--- config.mk ---
export PLATFORM = sky130hd
export DESIGN_NAME = echo_multi_correlator_flat
export DESIGN_NICKNAME = d
export VERILOG_FILES = /design/src/rtl/echo_multi_correlator_if.sv /design/src/rtl/echo_multi_correlator.sv /design/src/flat_wrapper.sv
export SDC_FILE = /design/constraint.sdc
export NUM_CORES = 2
export LEC_CHECK = 0
export CAP_MARGIN = 10
export CORE_ASPECT_RATIO = 0.6
export CORE_MARGIN = 4
export CORE_UTILIZATION = 30
export CTS_CLUSTER_DIAMETER = 60
export DETAILED_ROUTE_END_ITERATION = 12
export PLACE_DENSITY_LB_ADDON = 0.25
export REMOVE_ABC_BUFFERS = 1
export SYNTH_ARGS = -nofsm -noshare
export SYNTH_HDL_FRONTEND = slang
export SYNTH_SLANG_ARGS = --single-unit
--- constraint.sdc ---
create_clock -name clk_50M -period 10.3 [get_ports clk_50M]
set_clock_uncertainty 0.2 [all_clocks]
set_input_delay 1.545 -clock clk_50M [delete_from_list [all_inputs] [get_ports clk_50M]]
set_output_delay 1.545 -clock clk_50M [all_outputs]
set_load 0.02 [all_outputs]
--- src/rtl/echo_multi_correlator_if.sv ---
`default_nettype none
// ============================================================================
// Module   : echo_multi_correlator_if
// Brief    : Start/config, FIFO read and result-readout signals of the
//            multi-echo correlator.
// Revision : 1.0  initial release
// ============================================================================
interface echo_multi_correlator_if #(
   parameter int DATA_W     = 12,
   parameter int CORR_W     = 18,
   parameter int IDX_W      = 20,
   parameter int MAX_ECHOES = 4
);
   localparam int SEL_W = (MAX_ECHOES > 1) ? $clog2(MAX_ECHOES) : 1;
   localparam int CNT_W = $clog2(MAX_ECHOES + 1);

   logic              sys_start_pulse;
   logic [DATA_W-1:0] fifo_q;
   logic              fifo_empty;
   logic              fifo_rdreq;
   logic [CORR_W-1:0] corr_threshold;
   logic [IDX_W-1:0]  blank_len;
   logic [SEL_W-1:0]  echo_sel;
   logic [IDX_W-1:0]  echo_tof;
   logic [CORR_W-1:0] echo_peak;
   logic [CNT_W-1:0]  echo_count;
   logic              echo_overflow;
   logic              hit_flag;
   logic              busy;
   logic              processing_done;

   modport master (
      input  sys_start_pulse, fifo_q, fifo_empty, corr_threshold, blank_len, echo_sel,
      output fifo_rdreq, echo_tof, echo_peak, echo_count, echo_overflow, hit_flag,
             busy, processing_done
   );

   modport slave (
      output sys_start_pulse, fifo_q, fifo_empty, corr_threshold, blank_len, echo_sel,
      input  fifo_rdreq, echo_tof, echo_peak, echo_count, echo_overflow, hit_flag,
             busy, processing_done
   );
endinterface
`default_nettype wire

--- src/rtl/echo_multi_correlator.sv ---
`default_nettype none
// ============================================================================
// Module   : echo_multi_correlator
// Brief    : Windowed rectified-energy correlator recording up to MAX_ECHOES
//            (peak index, peak value) pairs with hysteresis and blanking.
// Revision : 1.0  initial release
// ============================================================================
module echo_multi_correlator #(
   parameter int DATA_W     = 12,
   parameter int WIN        = 64,
   parameter int CORR_W     = DATA_W + $clog2(WIN),
   parameter int IDX_W      = 20,
   parameter int DEPTH      = 20000,
   parameter int MAX_ECHOES = 4
) (
   input  logic                    clk_50M,
   input  logic                    rst_n,
   echo_multi_correlator_if.master bus
);
   localparam int c_win_aw  = $clog2(WIN);
   localparam int c_sel_w   = (MAX_ECHOES > 1) ? $clog2(MAX_ECHOES) : 1;
   localparam int c_cnt_w   = $clog2(MAX_ECHOES + 1);
   localparam logic [DATA_W-1:0]  c_mid      = {1'b1, {(DATA_W-1){1'b0}}};
   localparam logic [IDX_W-1:0]   c_depth    = IDX_W'(DEPTH);
   localparam logic [IDX_W-1:0]   c_last_idx = IDX_W'(DEPTH - 1);
   localparam logic [IDX_W-1:0]   c_win      = IDX_W'(WIN);
   localparam logic [IDX_W-1:0]   c_idx_one  = IDX_W'(1);
   localparam logic [c_cnt_w-1:0] c_max_cnt  = c_cnt_w'(MAX_ECHOES);
   localparam logic [c_sel_w:0]   c_max_sel  = (c_sel_w + 1)'(MAX_ECHOES);

   typedef enum logic [1:0] {CTL_IDLE = 2'd0, CTL_RUN = 2'd1, CTL_FLUSH = 2'd2} ctl_state_t;
   typedef enum logic [1:0] {DET_ARMED = 2'd0, DET_IN_ECHO = 2'd1, DET_BLANK = 2'd2} det_state_t;

   ctl_state_t        r_ctl_state, w_ctl_nxt;
   det_state_t        r_det_state, w_det_nxt;
   logic              w_start, w_rdreq, w_done_nxt, r_done;
   logic [IDX_W-1:0]  r_reads, r_in_idx, r_a_idx, r_s_idx;
   logic              r_v1, r_v2, r_v3;
   logic [DATA_W-1:0] w_rect, r_a, w_old;
   logic [DATA_W-1:0] r_dline [WIN];
   logic [CORR_W-1:0] r_sum, r_thr, r_pk, w_pk_nxt;
   logic [IDX_W-1:0]  r_tof, w_tof_nxt, r_blank_len, r_blank_cnt, w_blank_nxt;
   logic              w_in_echo, w_commit, w_slot_we, w_last;
   logic [c_cnt_w-1:0] r_count;
   logic              r_overflow;
   logic [IDX_W-1:0]  r_slot_tof [MAX_ECHOES];
   logic [CORR_W-1:0] r_slot_pk  [MAX_ECHOES];
   logic [IDX_W-1:0]  r_tof_out;
   logic [CORR_W-1:0] r_peak_out;

   // ---------------------------------------------------------------- control
   always_comb begin
      w_ctl_nxt  = r_ctl_state;
      w_start    = 1'b0;
      w_rdreq    = 1'b0;
      w_done_nxt = 1'b0;
      case (r_ctl_state)
         CTL_IDLE: begin
            if (bus.sys_start_pulse) begin
               w_start   = 1'b1;
               w_ctl_nxt = CTL_RUN;
            end
         end
         CTL_RUN: begin
            w_rdreq = !bus.fifo_empty && (r_reads < c_depth);
            if (r_reads == c_depth) w_ctl_nxt = CTL_FLUSH;
         end
         CTL_FLUSH: begin
            if (!r_v1 && !r_v2 && !r_v3) begin
               w_done_nxt = 1'b1;
               w_ctl_nxt  = CTL_IDLE;
            end
         end
         default: w_ctl_nxt = CTL_IDLE;
      endcase
   end

   always_ff @(posedge clk_50M or negedge rst_n) begin
      if (!rst_n) begin
         r_ctl_state <= CTL_IDLE;
         r_done      <= 1'b0;
      end else begin
         r_ctl_state <= w_ctl_nxt;
         r_done      <= w_done_nxt;
      end
   end

   // --------------------------------------------------- rectify / running sum
   assign w_rect = (bus.fifo_q >= c_mid) ? (bus.fifo_q - c_mid) : (c_mid - bus.fifo_q);
   assign w_old  = (r_a_idx >= c_win) ? r_dline[r_a_idx[c_win_aw-1:0]] : '0;

   always_ff @(posedge clk_50M or negedge rst_n) begin
      if (!rst_n) begin
         r_reads  <= '0;
         r_in_idx <= '0;
         r_v1     <= 1'b0;
         r_v2     <= 1'b0;
         r_v3     <= 1'b0;
         r_a      <= '0;
         r_a_idx  <= '0;
         r_sum    <= '0;
         r_s_idx  <= '0;
      end else begin
         r_v1 <= w_rdreq;
         r_v2 <= r_v1;
         r_v3 <= r_v2;
         if (w_start) begin
            r_reads  <= '0;
            r_in_idx <= '0;
            r_sum    <= '0;
         end else begin
            if (w_rdreq) r_reads  <= r_reads + c_idx_one;
            if (r_v1)    r_in_idx <= r_in_idx + c_idx_one;
            if (r_v2) begin
               r_sum   <= r_sum + CORR_W'(r_a) - CORR_W'(w_old);
               r_s_idx <= r_a_idx;
            end
         end
         if (r_v1) begin
            r_a     <= w_rect;
            r_a_idx <= r_in_idx;
         end
      end
   end

   // Stale delay-line contents are never read thanks to the n >= WIN guard.
   always_ff @(posedge clk_50M) begin
      if (r_v2) r_dline[r_a_idx[c_win_aw-1:0]] <= r_a;
   end

   // --------------------------------------------------------------- detector
   assign w_last    = (r_s_idx == c_last_idx);
   assign w_slot_we = w_commit && (r_count < c_max_cnt);

   always_comb begin
      w_det_nxt   = r_det_state;
      w_pk_nxt    = r_pk;
      w_tof_nxt   = r_tof;
      w_blank_nxt = r_blank_cnt;
      w_in_echo   = 1'b0;
      w_commit    = 1'b0;
      if (r_v3) begin
         case (r_det_state)
            DET_ARMED: begin
               if (r_sum >= r_thr) begin
                  w_in_echo = 1'b1;
                  w_pk_nxt  = r_sum;
                  w_tof_nxt = r_s_idx;
               end
            end
            DET_IN_ECHO: begin
               w_in_echo = 1'b1;
               if (r_sum > r_pk) begin
                  w_pk_nxt  = r_sum;
                  w_tof_nxt = r_s_idx;
               end
            end
            DET_BLANK: begin
               if (r_blank_cnt <= c_idx_one) w_det_nxt   = DET_ARMED;
               else                          w_blank_nxt = r_blank_cnt - c_idx_one;
            end
            default: w_det_nxt = DET_ARMED;
         endcase
         // An echo still open on the final sample is committed as-is.
         if (w_in_echo) begin
            if ((r_sum < r_thr) || w_last) begin
               w_commit = 1'b1;
               if (r_blank_len == '0) begin
                  w_det_nxt = DET_ARMED;
               end else begin
                  w_det_nxt   = DET_BLANK;
                  w_blank_nxt = r_blank_len;
               end
            end else begin
               w_det_nxt = DET_IN_ECHO;
            end
         end
      end
   end

   always_ff @(posedge clk_50M or negedge rst_n) begin
      if (!rst_n) begin
         r_det_state <= DET_ARMED;
         r_pk        <= '0;
         r_tof       <= '0;
         r_blank_cnt <= '0;
         r_thr       <= '0;
         r_blank_len <= '0;
         r_count     <= '0;
         r_overflow  <= 1'b0;
      end else if (w_start) begin
         r_det_state <= DET_ARMED;
         r_pk        <= '0;
         r_tof       <= '0;
         r_blank_cnt <= '0;
         r_thr       <= bus.corr_threshold;
         r_blank_len <= bus.blank_len;
         r_count     <= '0;
         r_overflow  <= 1'b0;
      end else begin
         r_det_state <= w_det_nxt;
         r_pk        <= w_pk_nxt;
         r_tof       <= w_tof_nxt;
         r_blank_cnt <= w_blank_nxt;
         if (w_slot_we)     r_count    <= r_count + c_cnt_w'(1);
         else if (w_commit) r_overflow <= 1'b1;
      end
   end

   // ---------------------------------------------------------- result slots
   always_ff @(posedge clk_50M or negedge rst_n) begin
      if (!rst_n) begin
         for (int i = 0; i < MAX_ECHOES; i++) begin
            r_slot_tof[i] <= '0;
            r_slot_pk[i]  <= '0;
         end
      end else if (w_start) begin
         for (int i = 0; i < MAX_ECHOES; i++) begin
            r_slot_tof[i] <= '0;
            r_slot_pk[i]  <= '0;
         end
      end else if (w_slot_we) begin
         r_slot_tof[r_count[c_sel_w-1:0]] <= w_tof_nxt;
         r_slot_pk[r_count[c_sel_w-1:0]]  <= w_pk_nxt;
      end
   end

   always_ff @(posedge clk_50M or negedge rst_n) begin
      if (!rst_n) begin
         r_tof_out  <= '0;
         r_peak_out <= '0;
      end else if ({1'b0, bus.echo_sel} < c_max_sel) begin
         r_tof_out  <= r_slot_tof[bus.echo_sel];
         r_peak_out <= r_slot_pk[bus.echo_sel];
      end else begin
         r_tof_out  <= '0;
         r_peak_out <= '0;
      end
   end

   assign bus.fifo_rdreq      = w_rdreq;
   assign bus.echo_tof        = r_tof_out;
   assign bus.echo_peak       = r_peak_out;
   assign bus.echo_count      = r_count;
   assign bus.echo_overflow   = r_overflow;
   assign bus.hit_flag        = (r_count != '0);
   assign bus.busy            = (r_ctl_state != CTL_IDLE);
   assign bus.processing_done = r_done;
endmodule
`default_nettype wire

--- src/flat_wrapper.sv ---
// flat-port wrapper written by rule: the top's interface ports become plain ports
module echo_multi_correlator_flat 
#(
   parameter int DATA_W     = 12,
   parameter int WIN        = 64,
   parameter int CORR_W     = DATA_W + $clog2(WIN),
   parameter int IDX_W      = 20,
   parameter int DEPTH      = 20000,
   parameter int MAX_ECHOES = 4
)
  (clk_50M, rst_n, bus_sys_start_pulse, bus_fifo_q, bus_fifo_empty, bus_corr_threshold, bus_blank_len, bus_echo_sel, bus_fifo_rdreq, bus_echo_tof, bus_echo_peak, bus_echo_count, bus_echo_overflow, bus_hit_flag, bus_busy, bus_processing_done);
  echo_multi_correlator_if #(.DATA_W(DATA_W), .CORR_W(CORR_W), .IDX_W(IDX_W), .MAX_ECHOES(MAX_ECHOES)) bus_i ();
  input  logic clk_50M;
  input  logic rst_n;
  input wire logic [$bits(bus_i.sys_start_pulse)-1:0] bus_sys_start_pulse;
  input wire logic [$bits(bus_i.fifo_q)-1:0] bus_fifo_q;
  input wire logic [$bits(bus_i.fifo_empty)-1:0] bus_fifo_empty;
  input wire logic [$bits(bus_i.corr_threshold)-1:0] bus_corr_threshold;
  input wire logic [$bits(bus_i.blank_len)-1:0] bus_blank_len;
  input wire logic [$bits(bus_i.echo_sel)-1:0] bus_echo_sel;
  output wire logic [$bits(bus_i.fifo_rdreq)-1:0] bus_fifo_rdreq;
  output wire logic [$bits(bus_i.echo_tof)-1:0] bus_echo_tof;
  output wire logic [$bits(bus_i.echo_peak)-1:0] bus_echo_peak;
  output wire logic [$bits(bus_i.echo_count)-1:0] bus_echo_count;
  output wire logic [$bits(bus_i.echo_overflow)-1:0] bus_echo_overflow;
  output wire logic [$bits(bus_i.hit_flag)-1:0] bus_hit_flag;
  output wire logic [$bits(bus_i.busy)-1:0] bus_busy;
  output wire logic [$bits(bus_i.processing_done)-1:0] bus_processing_done;
  assign bus_i.sys_start_pulse = bus_sys_start_pulse;
  assign bus_i.fifo_q = bus_fifo_q;
  assign bus_i.fifo_empty = bus_fifo_empty;
  assign bus_i.corr_threshold = bus_corr_threshold;
  assign bus_i.blank_len = bus_blank_len;
  assign bus_i.echo_sel = bus_echo_sel;
  assign bus_fifo_rdreq = bus_i.fifo_rdreq;
  assign bus_echo_tof = bus_i.echo_tof;
  assign bus_echo_peak = bus_i.echo_peak;
  assign bus_echo_count = bus_i.echo_count;
  assign bus_echo_overflow = bus_i.echo_overflow;
  assign bus_hit_flag = bus_i.hit_flag;
  assign bus_busy = bus_i.busy;
  assign bus_processing_done = bus_i.processing_done;
  echo_multi_correlator #(.DATA_W(DATA_W), .WIN(WIN), .CORR_W(CORR_W), .IDX_W(IDX_W), .DEPTH(DEPTH), .MAX_ECHOES(MAX_ECHOES)) u_core (.clk_50M(clk_50M), .rst_n(rst_n), .bus(bus_i));
endmodule
# After elaboration in Yosys (flattened, before gate mapping)
# Memories as Yosys holds them, arrays and structs flattened.
# Cells that the tools add are included.
# word_totals
register_bits	408
ram_bits	768
inputBits	56
out_inout_bits	46
wordCells	160
mem_count	1
# memory_table
name	words	width	read_ports	rd_ports_with_merged_regs	write_ports	line_no	source
u_core.r_dline	64	12	1	0	1	echo_multi_correlator.sv:40	logic [DATA_W-1:0] r_dline [WIN];
# op_classes
add_sub_neg	8
magnitude_cmp	11
n_eq_ne	12
mux	70
bitwise	3
reduce_logical	26
# ops
cell	count
two-way mux 20 bit	18
two-way mux 18 bit	9
two-way mux 80 bit	2
two-way mux 72 bit	2
bitwise mux 80 bit	1
bitwise mux 72 bit	1
adder 20 x 1 -> 20 bit, second input constant	2
binary-select mux 20 bit (select 2 bit)	1
demux 20 bit (select 2 bit)	1
equality test 20 x 15 -> 1 bit, second input constant	2
one-hot mux 20 bit (2 select lines)	1
binary-select mux 18 bit (select 2 bit)	1
demux 18 bit (select 2 bit)	1
one-hot mux 18 bit (2 select lines)	1
two-way mux 12 bit	2
>= comparator 20 x 7 -> 1 bit, second input constant	1
less-or-equal comparator 20 x 1 -> 1 bit, second input constant	1
zero test 20 bit	1
< comparator 20 x 15 -> 1 bit, second input constant	1
subtractor 20 x 1 -> 20 bit, second input constant	1
adder 18 x 12 -> 18 bit	1
>= comparator 18 bit	1
> comparator 18 bit	1
< comparator 18 bit	1
other kinds (31)	76

# Depth between registers and ports, before layout
# logic_depth
word_depth	9
depth_mapped	24
depth_no_buf	21

# Worst setup path before layout
# No wires, ideal clock.
# synth_path
kind	flip-flop to flip-flop
startpoint	register u_core.r_a_idx[0]
endpoint	register u_core.r_sum[15]
setup_time_ps	132
arrival_ps	4651
required_ps	9968
slack_ps	5317
stages_incl_launch_ff	21
n_path_buf	4
synth_period_minus_slack_ps	4983
path_cell_list	dfrtp_1 > or3b_2 > clkbuf_1 > clkbuf_1 > buf_1 > buf_1 > o22ai_1 > o41ai_1 > nand3_1 > a221oi_1 > fa_1 > inv_1 > ha_1 > a21o_1 > a21oi_1 > o21ai_0 > o21ba_2 > and3_1 > a2111oi_0 > o22a_1 > nor2_1
# synth_between
elab_chain_len	5
elab_cells_between_ends	6
classes_between	add/sub (1); order compare (1); mux (3); memory (1)
# synth_rtl
item	line_no	source
from (decl)	echo_multi_correlator.sv:37	logic [IDX_W-1:0] r_reads, r_in_idx, r_a_idx, r_s_idx;
from (signal assigned)	echo_multi_correlator.sv:121	r_a_idx <= r_in_idx;
>= comparator 20 x 7 -> 1 bit / memory read (64 x 12 bit) (equally long branches)	n/a	
two-way mux 12 bit *	echo_multi_correlator.sv:90	assign w_old = (r_a_idx >= c_win) ? r_dline[r_a_idx[c_win_aw-1:0]] : '0;
subtractor 18 x 12 -> 18 bit *	echo_multi_correlator.sv:115	r_sum <= r_sum + CORR_W'(r_a) - CORR_W'(w_old);
two-way mux 18 bit *	echo_multi_correlator.sv:114	if (r_v2) begin
two-way mux 18 bit *	echo_multi_correlator.sv:107	if (w_start) begin
to (signal assigned)	echo_multi_correlator.sv:115	
to (decl)	echo_multi_correlator.sv:41	logic [CORR_W-1:0] r_sum, r_thr, r_pk, w_pk_nxt;
# Every way passes the cells marked *; elsewhere a longest branch is shown, timed or not. The select of a mux whose other input is x is not followed.
# A chain may end at the register's enable or synchronous reset.

# Worst setup path in the final report
# layout_path
startpoint	register u_core.r_a_idx[2]
endpoint	register u_core.r_sum[15]
# Same word-level chain as after synthesis.

==> reports/qor.yml <==
status: "complete, no violations"
fin_area_sq_um: 54400
synth_cells: 3227
tns_ns: 0
required_ns: 10.67
synth_cell_types: 78
slew_headroom_pct: 18.7
utilization_pct: 35.0
placed_cell_area_sq_um: 50800
synth_area_leader_cell: "edfxtp_1"
ctsHoldBuffers: 0
setup_viol: 0
yosys_warnings: 0
ir_drop_mv: 0.231
cts_tree: "built"
final_hold_viol_count: 0
rsz0062_at_grt: "no"
dieArea_sq_um: 163000
cp.arrival_ns: 7.48
cts_buffer_depth: 3
power_mw: 16.1
grt_overflow: 0
drc_errors: 0
io_pins: 102
p_leak_nw: 19.8
endpoint_kind: "flop"
worst-slew-pin-transition_ns: 1.21
rows: 112
fin_ws_ns: 3.19
first_iter_violations: 3639
root_buffer: "clkbuf_16"
crit_fanout: 57
finalCritPeriodShare_pct: 69.0
htreeDepth: 3
grt_max_degree: 127
firstDrtPassIters: 8
final_cell_mix: "edfxtp_1 (768), dfrtp_1 (394), o22ai_1 (364)"
timing.final.max_slew_violations: 0
area_growth_pct: 15.8
dp_hpwl_mm: 87.9
core_sq_um: 155000
nets: 3472
wl_per_cell_um: 25.6
clk_latency_ns: 0.72
final_common_cell: "edfxtp_1"
place.gp.congestion: 0.840
chipHeight_um: 314
yosys_most_used_dff: "edfxtp_1"
synth-async-reset-ratio_pct: 34.7
grt_pass1_wl_mm: 205
post_cts_buffers: 0
fmax_ghz: 0.141
clk_pin_slew_ns: 0.07
fp.dieW_um: 519
clock_sinks: 1176
drive_gt1_share_pct: 13.0
power_density_nw_per_um2: 297
dpl_worst_slack_ns: 3.27
worst_hold_slack_ns: 0.285
routed_wl_mm: 140
grt_usage_pct: 16.9
num_vias: 29538
synth_edf_count: 768
ys_seq_elements: 1176
period_needed_ns: 7.11
initial_utilization_pct: 30.2
instances_no_fill: 5482
cts_inserted_buffers: 103
syn_area_sq_um: 46900
ant_nets: 0
maxCapViolCount: 0
vias_per_cell: 5.39
cts_resized: 0
grt_antenna_before_repair: 9
grt_pass1_vias: 28311
ys_top_cells_by_area: "edfxtp_1 (49%), dfrtp_1 (22%), o22ai_1 (4.9%)"
yosysTopAreaCellShare_pct: 49.1
ys_seq_area_share_pct: 70.9
hp-class: "reg2reg"
setup.worst_path.class: "reg2reg"
cp-start-kind: "flop"
synth_area_per_cell_sq_um: 14.5
post-place-cells: 5286
numPortBuffers: 101
## layer usage
layer  GRT usage (%)  vias to the layer above  wire [um]
met5               0                        -          0
met4            2.88                        0       2180
met1            28.2                    15287      71200
met2            20.7                     1270      52000
li1                -                    12820          -
met3            5.37                      161      14900
## logic make-up after synthesis
logic type / after synthesis / synth area share (%)
flops: 1176 / 70.9
compound gates: 821 / 12.1
simple gates: 655 / 6.67
buf+inv: 316 / 2.63
mux: 133 / 4.50
fa+ha+maj: 76 / 2.22
xor+xnor: 50 / 0.933
## sequential cells by signal, summed over array words and instances, names as in the netlist, 3 cells and up
signal                 count
u_core.r_s_idx            20
u_core.bus.echo_peak      18
u_core.r_blank_len        20
u_core.r_dline           768
u_core.r_blank_cnt        20
u_core.r_a_idx            20
u_core.r_pk               18
u_core.r_slot_pk          72
u_core.r_tof              20
u_core.r_reads            20
u_core.bus.echo_tof       20
u_core.bus.echo_count      3
u_core.r_sum              18
u_core.r_thr              18
u_core.r_in_idx           20
u_core.r_slot_tof         80
u_core.r_a                12
## cell type report
type / count / area (sq um)
Antenna cell: 4 / 10.0
Clock buffer: 127 / 2790
Clock inverter: 64 / 739
Fill cell: 14803 / 101000
Inverter: 116 / 435
Multi-Input combinational cell: 1735 / 12700
Sequential cell: 1176 / 33300
Tap cell: 2052 / 2570
Timing Repair Buffer: 208 / 1860
## final timing paths
kind | slack (ns) | end | depth (start not counted) | from
worst max-delay path | 3.19 | u_core.r_sum[15] | 18 | u_core.r_a_idx[2]
worst min-delay path | 0.28 | u_core.r_reads[16] | 1 | u_core.r_reads[16]
worst max register to register | 3.19 | u_core.r_sum[15] | 18 | u_core.r_a_idx[2]
worst min register to register | 0.28 | u_core.r_reads[16] | 1 | u_core.r_reads[16]
max in group asynchronous | 7.79 | u_core.r_a[10] | 2 | rst_n
min in group asynchronous | 0.63 | u_core.r_slot_tof[79] | 1 | rst_n
## power by group
part	internal, mW	switching, mW	total (mW)
Sequential	5.72	0.499	6.22
Clock	2.28	1.83	4.11
Combinational	2.13	3.67	5.80
Total	10.1	6.00	16.1
## worst max-delay path, stage by stage, from the launching register on
cell	delay, ns
dfrtp_1	0.61
nand3b_1	0.21
buf_12	0.37
buf_4	0.62
o22ai_1	0.20
nor4_1	1.00
o2bb2ai_1	0.18
a221oi_1	0.85
fa_1	0.58
inv_1	0.08
ha_1	0.22
a21o_1	0.17
a21oi_1	0.36
o21ai_0	0.21
o21ba_2	0.28
and3_1	0.18
a2111oi_0	0.38
o22a_1	0.21
nor2_1	0.04
## Yosys cell counts (13+ instances only)
cell type and n:
edfxtp_1 768, dfrtp_1 408, o22ai_1 364, nand2_1 219
nor2_1 179, a22o_1 164, clkbuf_1 155, inv_1 116
o21ai_0 76, nor4_1 73, ha_1 64, a21oi_1 55
a22oi_1 40, buf_1 39, mux2_2 39, mux4_2 38
mux2i_1 35, nand3_1 27, xor2_1 27, and3_1 26
nor3_1 25, nand4_1 23, xnor2_1 23, mux2i_4 20
a31oi_1 18, o41ai_1 17, o2bb2ai_1 15, or4_1 13
Note: power is estimated with default switching activity, not from simulation.
